File: src/rtl/imm_pkg.sv
// Shared definitions for the immediate encoder: format codes (aligned with the
// decode-side ImmSrc encoding), opcode constants and the encoder FSM states.
package imm_pkg;

    typedef enum logic [2:0] {
        FMT_I  = 3'b000,
        FMT_S  = 3'b001,
        FMT_B  = 3'b010,
        FMT_J  = 3'b011,
        FMT_U  = 3'b100,
        FMT_LI = 3'b101
    } fmt_e;

    typedef enum logic [0:0] {
        ST_IDLE = 1'b0,
        ST_LI2  = 1'b1
    } enc_state_e;

    localparam logic [6:0] OPC_LUI   = 7'b0110111;
    localparam logic [6:0] OPC_OPIMM = 7'b0010011;

    // True when v is representable as a signed value of the given bit width.
    function automatic logic fits_signed(input logic [31:0] v, input int unsigned bits);
        logic signed [31:0] sv;
        sv = $signed(v) >>> (bits - 1);
        return (sv == '0) || (sv == '1);
    endfunction

endpackage

File: src/rtl/imm_enc_if.sv
// Request/response bundle between the boot sequencer (master) and the
// immediate encoder (slave).
interface imm_enc_if;

    logic        in_valid;
    logic        in_ready;
    logic [2:0]  in_fmt;
    logic [31:0] in_imm;
    logic [31:0] in_base;
    logic [4:0]  in_rd;
    logic        out_valid;
    logic        out_ready;
    logic [31:0] out_instr;
    logic        out_err;
    logic        out_last;

    modport master (
        output in_valid, in_fmt, in_imm, in_base, in_rd, out_ready,
        input  in_ready, out_valid, out_instr, out_err, out_last
    );

    modport slave (
        input  in_valid, in_fmt, in_imm, in_base, in_rd, out_ready,
        output in_ready, out_valid, out_instr, out_err, out_last
    );

endinterface

File: src/rtl/imm_pack.sv
// Combinational packer: overwrites the immediate fields of a template word
// and flags out-of-range / misaligned immediates and illegal formats.
module imm_pack
    import imm_pkg::*;
(
    input  logic [2:0]  fmt_i,
    input  logic [31:0] imm_i,
    input  logic [31:0] base_i,
    output logic [31:0] instr_o,
    output logic        err_o
);

    always_comb begin
        instr_o = base_i;
        err_o   = 1'b1;
        case (fmt_i)
            FMT_I: begin
                instr_o = {imm_i[11:0], base_i[19:0]};
                err_o   = !fits_signed(imm_i, 12);
            end
            FMT_S: begin
                instr_o = {imm_i[11:5], base_i[24:12], imm_i[4:0], base_i[6:0]};
                err_o   = !fits_signed(imm_i, 12);
            end
            FMT_B: begin
                instr_o = {imm_i[12], imm_i[10:5], base_i[24:12],
                           imm_i[4:1], imm_i[11], base_i[6:0]};
                err_o   = !fits_signed(imm_i, 13) || imm_i[0];
            end
            FMT_J: begin
                instr_o = {imm_i[20], imm_i[10:1], imm_i[11], imm_i[19:12], base_i[11:0]};
                err_o   = !fits_signed(imm_i, 21) || imm_i[0];
            end
            FMT_U: begin
                instr_o = {imm_i[31:12], base_i[11:0]};
                err_o   = |imm_i[11:0];
            end
            default: begin
                instr_o = base_i;
                err_o   = 1'b1;
            end
        endcase
    end

endmodule

File: src/rtl/imm_enc.sv
// RV32I immediate encoder with registered single-entry output; expands the LI
// pseudo-op into LUI+ADDI across two output handshakes.
module imm_enc
    import imm_pkg::*;
#(
    parameter int unsigned CHECK_EN = 1,
    parameter int unsigned XLEN     = 32
) (
    input logic        clk,
    input logic        rst_n,
    imm_enc_if.slave   bus
);

    enc_state_e      state_q, state_d;
    logic            valid_q, valid_d;
    logic [XLEN-1:0] instr_q, instr_d;
    logic            err_q, err_d;
    logic            last_q, last_d;
    logic [XLEN-1:0] addi_q, addi_d;
    logic            addi_err_q, addi_err_d;

    logic [31:0] li_sum;
    logic [19:0] li_hi;
    logic [11:0] li_lo;
    logic [31:0] li_lo_sx;
    logic        is_li, li_split;
    logic [2:0]  p_fmt;
    logic [31:0] p_imm, p_base, p_instr, a_instr;
    logic        p_err, a_err;
    logic        in_ready_w, accept, fire;

    assign li_sum   = bus.in_imm + 32'h0000_0800;
    assign li_hi    = li_sum[31:12];
    assign li_lo    = bus.in_imm[11:0];
    assign li_lo_sx = {{20{li_lo[11]}}, li_lo};
    assign is_li    = (bus.in_fmt == FMT_LI);
    assign li_split = is_li && (li_hi != '0) && (li_lo != '0);

    // LI reuses the packer: the first word is ADDI rd,x0,lo when hi is zero,
    // otherwise LUI rd,hi; the second packer always builds ADDI rd,rd,lo.
    always_comb begin
        p_fmt  = bus.in_fmt;
        p_imm  = bus.in_imm;
        p_base = bus.in_base;
        if (is_li) begin
            if (li_hi == '0) begin
                p_fmt  = FMT_I;
                p_imm  = li_lo_sx;
                p_base = {12'b0, 5'd0, 3'b000, bus.in_rd, OPC_OPIMM};
            end else begin
                p_fmt  = FMT_U;
                p_imm  = {li_hi, 12'b0};
                p_base = {20'b0, bus.in_rd, OPC_LUI};
            end
        end
    end

    imm_pack u_pack_main (
        .fmt_i   (p_fmt),
        .imm_i   (p_imm),
        .base_i  (p_base),
        .instr_o (p_instr),
        .err_o   (p_err)
    );

    imm_pack u_pack_addi (
        .fmt_i   (FMT_I),
        .imm_i   (li_lo_sx),
        .base_i  ({12'b0, bus.in_rd, 3'b000, bus.in_rd, OPC_OPIMM}),
        .instr_o (a_instr),
        .err_o   (a_err)
    );

    assign in_ready_w = rst_n && (state_q == ST_IDLE) && (!valid_q || bus.out_ready);
    assign accept     = bus.in_valid && in_ready_w;
    assign fire       = valid_q && bus.out_ready;

    always_comb begin
        state_d    = state_q;
        valid_d    = valid_q;
        instr_d    = instr_q;
        err_d      = err_q;
        last_d     = last_q;
        addi_d     = addi_q;
        addi_err_d = addi_err_q;
        case (state_q)
            ST_LI2: begin
                if (fire) begin
                    instr_d = addi_q;
                    err_d   = addi_err_q;
                    last_d  = 1'b1;
                    state_d = ST_IDLE;
                end
            end
            default: begin
                if (accept) begin
                    valid_d    = 1'b1;
                    instr_d    = p_instr;
                    err_d      = (CHECK_EN != 0) && !is_li && p_err;
                    last_d     = !li_split;
                    addi_d     = a_instr;
                    addi_err_d = (CHECK_EN != 0) && a_err;
                    if (li_split) state_d = ST_LI2;
                end else if (fire) begin
                    valid_d = 1'b0;
                end
            end
        endcase
    end

    always_ff @(posedge clk or negedge rst_n) begin
        if (!rst_n) begin
            state_q    <= ST_IDLE;
            valid_q    <= 1'b0;
            instr_q    <= '0;
            err_q      <= 1'b0;
            last_q     <= 1'b0;
            addi_q     <= '0;
            addi_err_q <= 1'b0;
        end else begin
            state_q    <= state_d;
            valid_q    <= valid_d;
            instr_q    <= instr_d;
            err_q      <= err_d;
            last_q     <= last_d;
            addi_q     <= addi_d;
            addi_err_q <= addi_err_d;
        end
    end

    assign bus.in_ready  = in_ready_w;
    assign bus.out_valid = valid_q;
    assign bus.out_instr = instr_q;
    assign bus.out_err   = err_q;
    assign bus.out_last  = last_q;

endmodule

File: src/flat_wrapper.sv
// flat-port wrapper written by rule: the top's interface ports become plain ports
module imm_enc_flat import imm_pkg::*;
#(
    parameter int unsigned CHECK_EN = 1,
    parameter int unsigned XLEN     = 32
)
  (clk, rst_n, bus_in_valid, bus_in_fmt, bus_in_imm, bus_in_base, bus_in_rd, bus_out_ready, bus_in_ready, bus_out_valid, bus_out_instr, bus_out_err, bus_out_last);
  imm_enc_if bus_i ();
  input logic clk;
  input logic rst_n;
  input wire logic [$bits(bus_i.in_valid)-1:0] bus_in_valid;
  input wire logic [$bits(bus_i.in_fmt)-1:0] bus_in_fmt;
  input wire logic [$bits(bus_i.in_imm)-1:0] bus_in_imm;
  input wire logic [$bits(bus_i.in_base)-1:0] bus_in_base;
  input wire logic [$bits(bus_i.in_rd)-1:0] bus_in_rd;
  input wire logic [$bits(bus_i.out_ready)-1:0] bus_out_ready;
  output wire logic [$bits(bus_i.in_ready)-1:0] bus_in_ready;
  output wire logic [$bits(bus_i.out_valid)-1:0] bus_out_valid;
  output wire logic [$bits(bus_i.out_instr)-1:0] bus_out_instr;
  output wire logic [$bits(bus_i.out_err)-1:0] bus_out_err;
  output wire logic [$bits(bus_i.out_last)-1:0] bus_out_last;
  assign bus_i.in_valid = bus_in_valid;
  assign bus_i.in_fmt = bus_in_fmt;
  assign bus_i.in_imm = bus_in_imm;
  assign bus_i.in_base = bus_in_base;
  assign bus_i.in_rd = bus_in_rd;
  assign bus_i.out_ready = bus_out_ready;
  assign bus_in_ready = bus_i.in_ready;
  assign bus_out_valid = bus_i.out_valid;
  assign bus_out_instr = bus_i.out_instr;
  assign bus_out_err = bus_i.out_err;
  assign bus_out_last = bus_i.out_last;
  imm_enc #(.CHECK_EN(CHECK_EN), .XLEN(XLEN)) u_core (.clk(clk), .rst_n(rst_n), .bus(bus_i));
endmodule
File: config.mk
export PLATFORM = sky130hd
export DESIGN_NAME = imm_enc_flat
export DESIGN_NICKNAME = d
export VERILOG_FILES = /design/src/rtl/imm_pkg.sv /design/src/rtl/imm_enc_if.sv /design/src/rtl/imm_pack.sv /design/src/rtl/imm_enc.sv /design/src/flat_wrapper.sv
export SDC_FILE = /design/constraint.sdc
export NUM_CORES = 1
export LEC_CHECK = 0
export ABC_CLOCK_PERIOD_IN_PS = 2500
export CAP_MARGIN = 20
export CORE_MARGIN = 2
export CORE_UTILIZATION = 30
export DETAILED_ROUTE_END_ITERATION = 7
export HOLD_SLACK_MARGIN = 0.1
export SLEW_MARGIN = 20
export SYNTH_ARGS = -nofsm -noshare
export SYNTH_HDL_FRONTEND = slang
export SYNTH_SLANG_ARGS = --single-unit
export TNS_END_PERCENT = 30
File: constraint.sdc
create_clock -name clk -period 2.5 [get_ports clk]
set_input_delay 0.375 -clock clk [delete_from_list [all_inputs] [get_ports clk]]
set_output_delay 0.375 -clock clk [all_outputs]
set_load 0.05 [all_outputs]
Yosys cells after proc, flatten, opt, wreduce, memory -nomap -nowiden

Index checks and enable logic that the tools add are counted.

Logic and storage cells: 78
Register bits after elaboration: 62
Input bits: 76
Output and inout port bits: 36

Multiplexer cells: 23
Add/sub/neg operators: 1
Eq/ne operators: 10
Bitwise logic cells: 1
Reductions and logical operators: 36

Operators by type and width:

| cell                     | number |
|---|---|
| $mux W32                 | 6 |
| $pmux W32 S5             | 1 |
| $eq A32 B32 Y1 const B   | 4 |
| $logic_not A32 Y1        | 4 |
| $add A32 B12 Y32 const B | 1 |
| $logic_not A20 Y1        | 1 |
| $reduce_bool A20 Y1      | 1 |
| $mux W1                  | 12 |
| $reduce_bool A12 Y1      | 1 |
| $reduce_or A12 Y1        | 1 |
| $logic_and A1 B1 Y1      | 7 |
| $logic_not A1 Y1         | 7 |
| $logic_or A1 B1 Y1       | 7 |
| $eq A3 B2 Y1 const B     | 2 |
| $eq A3 B3 Y1 const B     | 2 |
| $mux W3                  | 2 |
| $mux W6                  | 1 |
| $reduce_and A2 Y1        | 3 |
| $pmux W1 S4              | 1 |
| $reduce_bool A2 Y1       | 2 |
| $eq A3 B1 Y1 const B     | 1 |
| $logic_not A3 Y1         | 1 |
| $ne A2 B2 Y1 const B     | 1 |
| $reduce_or A2 Y1         | 1 |
| $not A1 Y1               | 1 |

Longest topological paths before layout

Word-level depth: 12
Gate-level depth with buffers: 12
Mapped depth without buffers: 9

Modules after synthesis

From an unflattened synthesis, not the netlist that was laid out.

Cell total of the unflattened synthesis: 759
Area total of the unflattened synthesis: 6,377.4 µm²

Modules (own cells, without submodules):

| module   | cells each | seq. area each (µm²) | instances | area an instance (µm²) |
|---|---|---|---|---|
| imm_enc  | 475        | 1,726.7              | 1         | 4,408.0 |
| imm_pack | 142        | 0.0                  | 2         | 984.7 |

Worst setup path before layout

Ideal clock, no wire load.

Path kind: register to register
Start: register u_core.valid_q (netlist: u_core.bus.out_valid)
End: register u_core.instr_q[7] (netlist: u_core.bus.out_instr[7])
Arrival: 3.144 ns
Setup time: 0.067 ns
Clock period less this slack: 3.210 ns
Buffers on the path: 3
Slack: -0.710 ns
Data required time: 2.433 ns
Cell stages (with the launch flop): 8
Cell sequence: dfrtp_1 a211oi_1 and2_1 clkbuf_1 clkbuf_1 clkbuf_1 o211ai_1 nand2_1

Word-level cells in the longest chain between the ends: 6
Elaborated cells between the ends (all ways): 8
Those cells by class: eq/ne: 1; reduce/logical: 7

Ends and longest elaborated chain:

| element                             | line               | RTL |
|---|---|---|
| from (decl)                         | imm_enc.sv:15      | `logic valid_q, valid_d;` |
| from (signal assigned)              | imm_enc.sv:122     | `valid_q <= valid_d;` |
| $logic_not A1 Y1                    | imm_enc.sv:74      | `assign in_ready_w = rst_n && (state_q == ST_IDLE) && (!valid_q \|\| bus.out_ready);` |
| $logic_or A1 B1 Y1                  | imm_enc.sv:74      |  |
| $logic_and A1 B1 Y1                 | imm_enc.sv:74      |  |
| named net bus_in_ready              | flat_wrapper.sv:17 | `output wire logic [$bits(bus_i.in_ready)-1:0] bus_in_ready;` |
| $logic_and A1 B1 Y1                 | imm_enc.sv:75      | `assign accept = bus.in_valid && in_ready_w;` |
| $reduce_bool A2 Y1 (no source line) | n/a                |  |
| $reduce_and A2 Y1 (no source line)  | n/a                |  |
| to (signal assigned)                | imm_enc.sv:123     | `instr_q <= instr_d;` |
| to (decl)                           | imm_enc.sv:16      | `logic [XLEN-1:0] instr_q, instr_d;` |

The timed path passes the listed nets, and every way through them passes these cells.
A chain may end at the register's enable or synchronous reset.

Worst setup path after layout

Start: input bus_in_imm[11]
End: register u_core.instr_q[16] (netlist: u_core.bus.out_instr[16])

Word-level cells in the longest chain between the ends: 8
Elaborated cells between the ends (all ways): 14
Those cells by class: add/sub: 1; eq/ne: 4; mux: 7; reduce/logical: 2

Ends and longest elaborated chain:

| element                                    | line               | RTL |
|---|---|---|
| from (decl)                                | flat_wrapper.sv:13 | `input wire logic [$bits(bus_i.in_imm)-1:0] bus_in_imm;` |
| $add A32 B12 Y32                           | imm_enc.sv:32      | `assign li_sum = bus.in_imm + 32'h0000_0800;` |
| $logic_not A20 Y1                          | imm_enc.sv:46      | `if (li_hi == '0) begin` |
| $mux W3                                    | imm_enc.sv:46      |  |
| $mux W3                                    | imm_enc.sv:45      | `if (is_li) begin` |
| $eq A3 B3 Y1, or another cell as far along | imm_pack.sv:16     | `case (fmt_i)` |
| $pmux W32 S5 (*)                           | imm_pack.sv:16     |  |
| $mux W32 (*)                               | imm_enc.sv:96      | `if (accept) begin` |
| $mux W32 (*)                               | imm_enc.sv:86      | `case (state_q)` |

Mark *: on every way between the ends. The rest lies on a longest branch, timed or not. The select of a mux whose other input is x is not followed.

==> metrics.txt <==
run status finished, final reports clean; largest net degree at the start of global routing 55; First-pass DRT Iterations 5; H-tree Lvls 2; number of hold buffers added after cts 0; Nets 858; CP Cell Sequence buf_8, ha_4, and2_4, a211o_1, a2111oi_4, and4b_2, nand4_4, a21oi_4, mux2_4, o21ai_2; Static Leak 3.00 nW; min Tclk post-route 2.49 ns; drt total wl 17.6 mm; Worst Tran Pin Value roughly 0.72 ns; final hold viol count 0; worst hold path class in -> async; worst skew pair latency 0.30 ns; Chip Width 125 µm; GR Overflow Total 0; Root Buffer clkbuf_16; largest family of logic cells by synthesized area simple AND/OR/NAND/NOR gates; distinct cell type count after synthesis just over 70; vias 5266; Slew Viols, Final 0; commonest register cell after synthesis dfrtp_1; leading cell type in the layout, fill and taps excluded buf_4; clock sink total 54; setup_tns 0 ns; clock buffer depth 2; DRT iter0 DRCs 437; vias in the first global route ~5200; share of cells above drive strength 1 29.2%; RSZ-0062 raised after global routing true; Top Ports 112; initial antenna violation count 0; Wirelength per Cell roughly 18 µm; GRT Util Overall 22.1%; Starting Density 30.5%; post-synthesis compound-gate area fraction about 25%; Mapped Area 4420 µm²; # DRC 0; mux share of post-synthesis cell area 3.88%; Worst Path Required approximately 2.7 ns; normalized max-slew margin 52.2%; Worst EP arrival 2.72 ns; Std-Cell Rows 44; WS Path Type in -> reg; drt via density 5.45; Worst Setup Start Kind input port; yosys warns 0; register area share after synthesis 30.6%; clock-pin transition on the worst setup and hold timing paths 0.07 ns; fraction of registers with async set/reset 100%; critical path's slowest cell and4b_2; adder-cell share of the synthesized area 0.283%; CP max FO 6; Max VDD drop 0.318 mV; max_cap viols 0; Setup violations, final 0; IO buf count 111; CP peak stage delay between 0.3 and 0.4 ns; first-pass GRT wire length 28.2 mm; critical path capture point type flop; die area about 16000 µm²; Max Fclk roughly 400 MHz; Mapped Cells 571; RD Place Congestion approximately 0.91; diode count 0; Mapped Nets around 650; PwrDens 585 nW/µm²; count of flip-flops with a built-in enable after synthesis 0; Area Growth Syn to Fin 59.4%; xor/xnor share of the synthesized area 3.77%; post-synthesis simple-gate area fraction 29.2%; CTS tree yes; Syn Area/Cell between 7 and 8 µm²; placed insts 942; TritonCTS Buffers 5; final cell count without fillers between 900 and 1000; Die Y 125 µm; Routed Antenna Nets 0; skew final 0.00632 ns; flop and latch count out of synthesis between 50 and 60; final cycle utilization of the critical path 99.7%; Detailed Place HPWL 13.4 mm; commonest cells after routing, fill and taps aside 126 x buf_4, 99 x nand2_1, 91 x clkdlybuf4s50_1; area of the core 14500 µm²; R2R depth 6
[per-layer routing]
metal | GRT usage [%] | wire length [µm] | part of all wire, %
met1 | 30.7 | 7970 | 45
met2 | 36.3 | 8310 | 47
met3 | 3.00 | 961 | 5.5
met4 | 5.69 | 317 | 1.8
met5 | 0 | 0 | 0
[registers in the layout (all words and copies together), names as in the netlist]
signal                count
u_core.bus.out_valid      1
u_core.state_q            1
u_core.bus.out_instr     32
u_core.addi_q            18
u_core.bus.out_err        1
u_core.bus.out_last       1
[layout make-up]
cell class / count / area (µm²)
flip-flops and latches: 54 / 1350
multi-input cells: 456 / 3020
repair buffers: 253 / 2240
clock buffers: 7 / 153
fillers: 1403 / 7430
clock inverters: 1 / 8.76
well taps: 184 / 230
inverters: 11 / 41.3
[through the flow]
stage | hold WS [ns] | total power, mW | instance area (µm²) | utilization, % | setup slack [ns]
floorplan | 0.0794 | 2.46 | 4430 | - | -0.154
CTS | 0.332 | 4.11 | 6850 | 47.3 | -0.0656
global placement | 0.452 | 3.30 | 6490 | 44.8 | -0.785
finish | 0.304 | 4.12 | 7040 | 48.7 | 0.00661
detailed placement | 0.459 | 3.32 | 6490 | 44.8 | -0.903
global route | 0.367 | 4.32 | 7040 | 48.7 | -0.0799
[cells in the mapped netlist, types with 7 or more instances]
library cell | number | area share, %
o22ai_1 | 10 | 1.4
mux2i_1 | 7 | 1.6
nor2_1 | 38 | 3.2
dfrtp_1 | 54 | 31
o31ai_1 | 9 | 1.5
nand3_1 | 30 | 3.4
nand2b_1 | 7 | 0.99
a22oi_1 | 17 | 2.9
nand2_1 | 102 | 8.7
xnor2_1 | 15 | 3.0
nor3_1 | 8 | 0.91
nand4_1 | 11 | 1.6
inv_1 | 11 | 0.93
mux2_2 | 7 | 1.8
buf_2 | 7 | 0.79
o21ai_0 | 36 | 4.1
nor4_1 | 12 | 1.7
buf_6 | 7 | 1.8
a21oi_1 | 22 | 2.5
clkbuf_1 | 30 | 2.5
a31oi_1 | 11 | 1.6
[cells by family (layout without fill, tap and decap cells)]
group                    Yosys count  after routing
adder cells (fa/ha/maj)            1              1
multiplexers                      16             16
XOR/XNOR                          19             19
buffers and inverters             62            272
AND/OR/NAND/NOR                  256            257
flip-flops                        54             54
AO/OA/AOI/OAI                    163            163
[report_power, final]
part           switching, mW  total (mW)  internal (mW)
clock                  0.327       0.756          0.429
combinational           1.26        2.07          0.811
sequential             0.174        1.30           1.13
total                   1.76        4.12           2.37
[worst paths after layout]
check | from | endpoint | slack (ns)
max in group asynchronous | rst_n | u_core.bus.out_valid | 1.72
min in group clk | u_core.bus.out_instr[1] | u_core.bus.out_instr[1] | 0.47
max reg2reg | u_core.state_q | u_core.bus.out_instr[18] | 0.45
max | bus_in_imm[11] | u_core.bus.out_instr[16] | 0.007
min reg2reg | u_core.bus.out_instr[1] | u_core.bus.out_instr[1] | 0.47
min | rst_n | u_core.bus.out_instr[7] | 0.30
[critical path, delay by kind of cell]
kind / cells / cell delay, ns
simple gates: 3 / 0.74
compound gates: 4 / 1.03
fa+ha+maj: 1 / 0.15
mux: 1 / 0.33
buf+inv: 1 / 0.10
[repair_timing]
item,in CTS,in global routing
endpoints found under the setup margin,25,22
cloned,1,0
pin swaps,19,24
gates resized for setup,73,52
buffers inserted,7,8
Note: power is estimated with default switching activity, not from simulation.
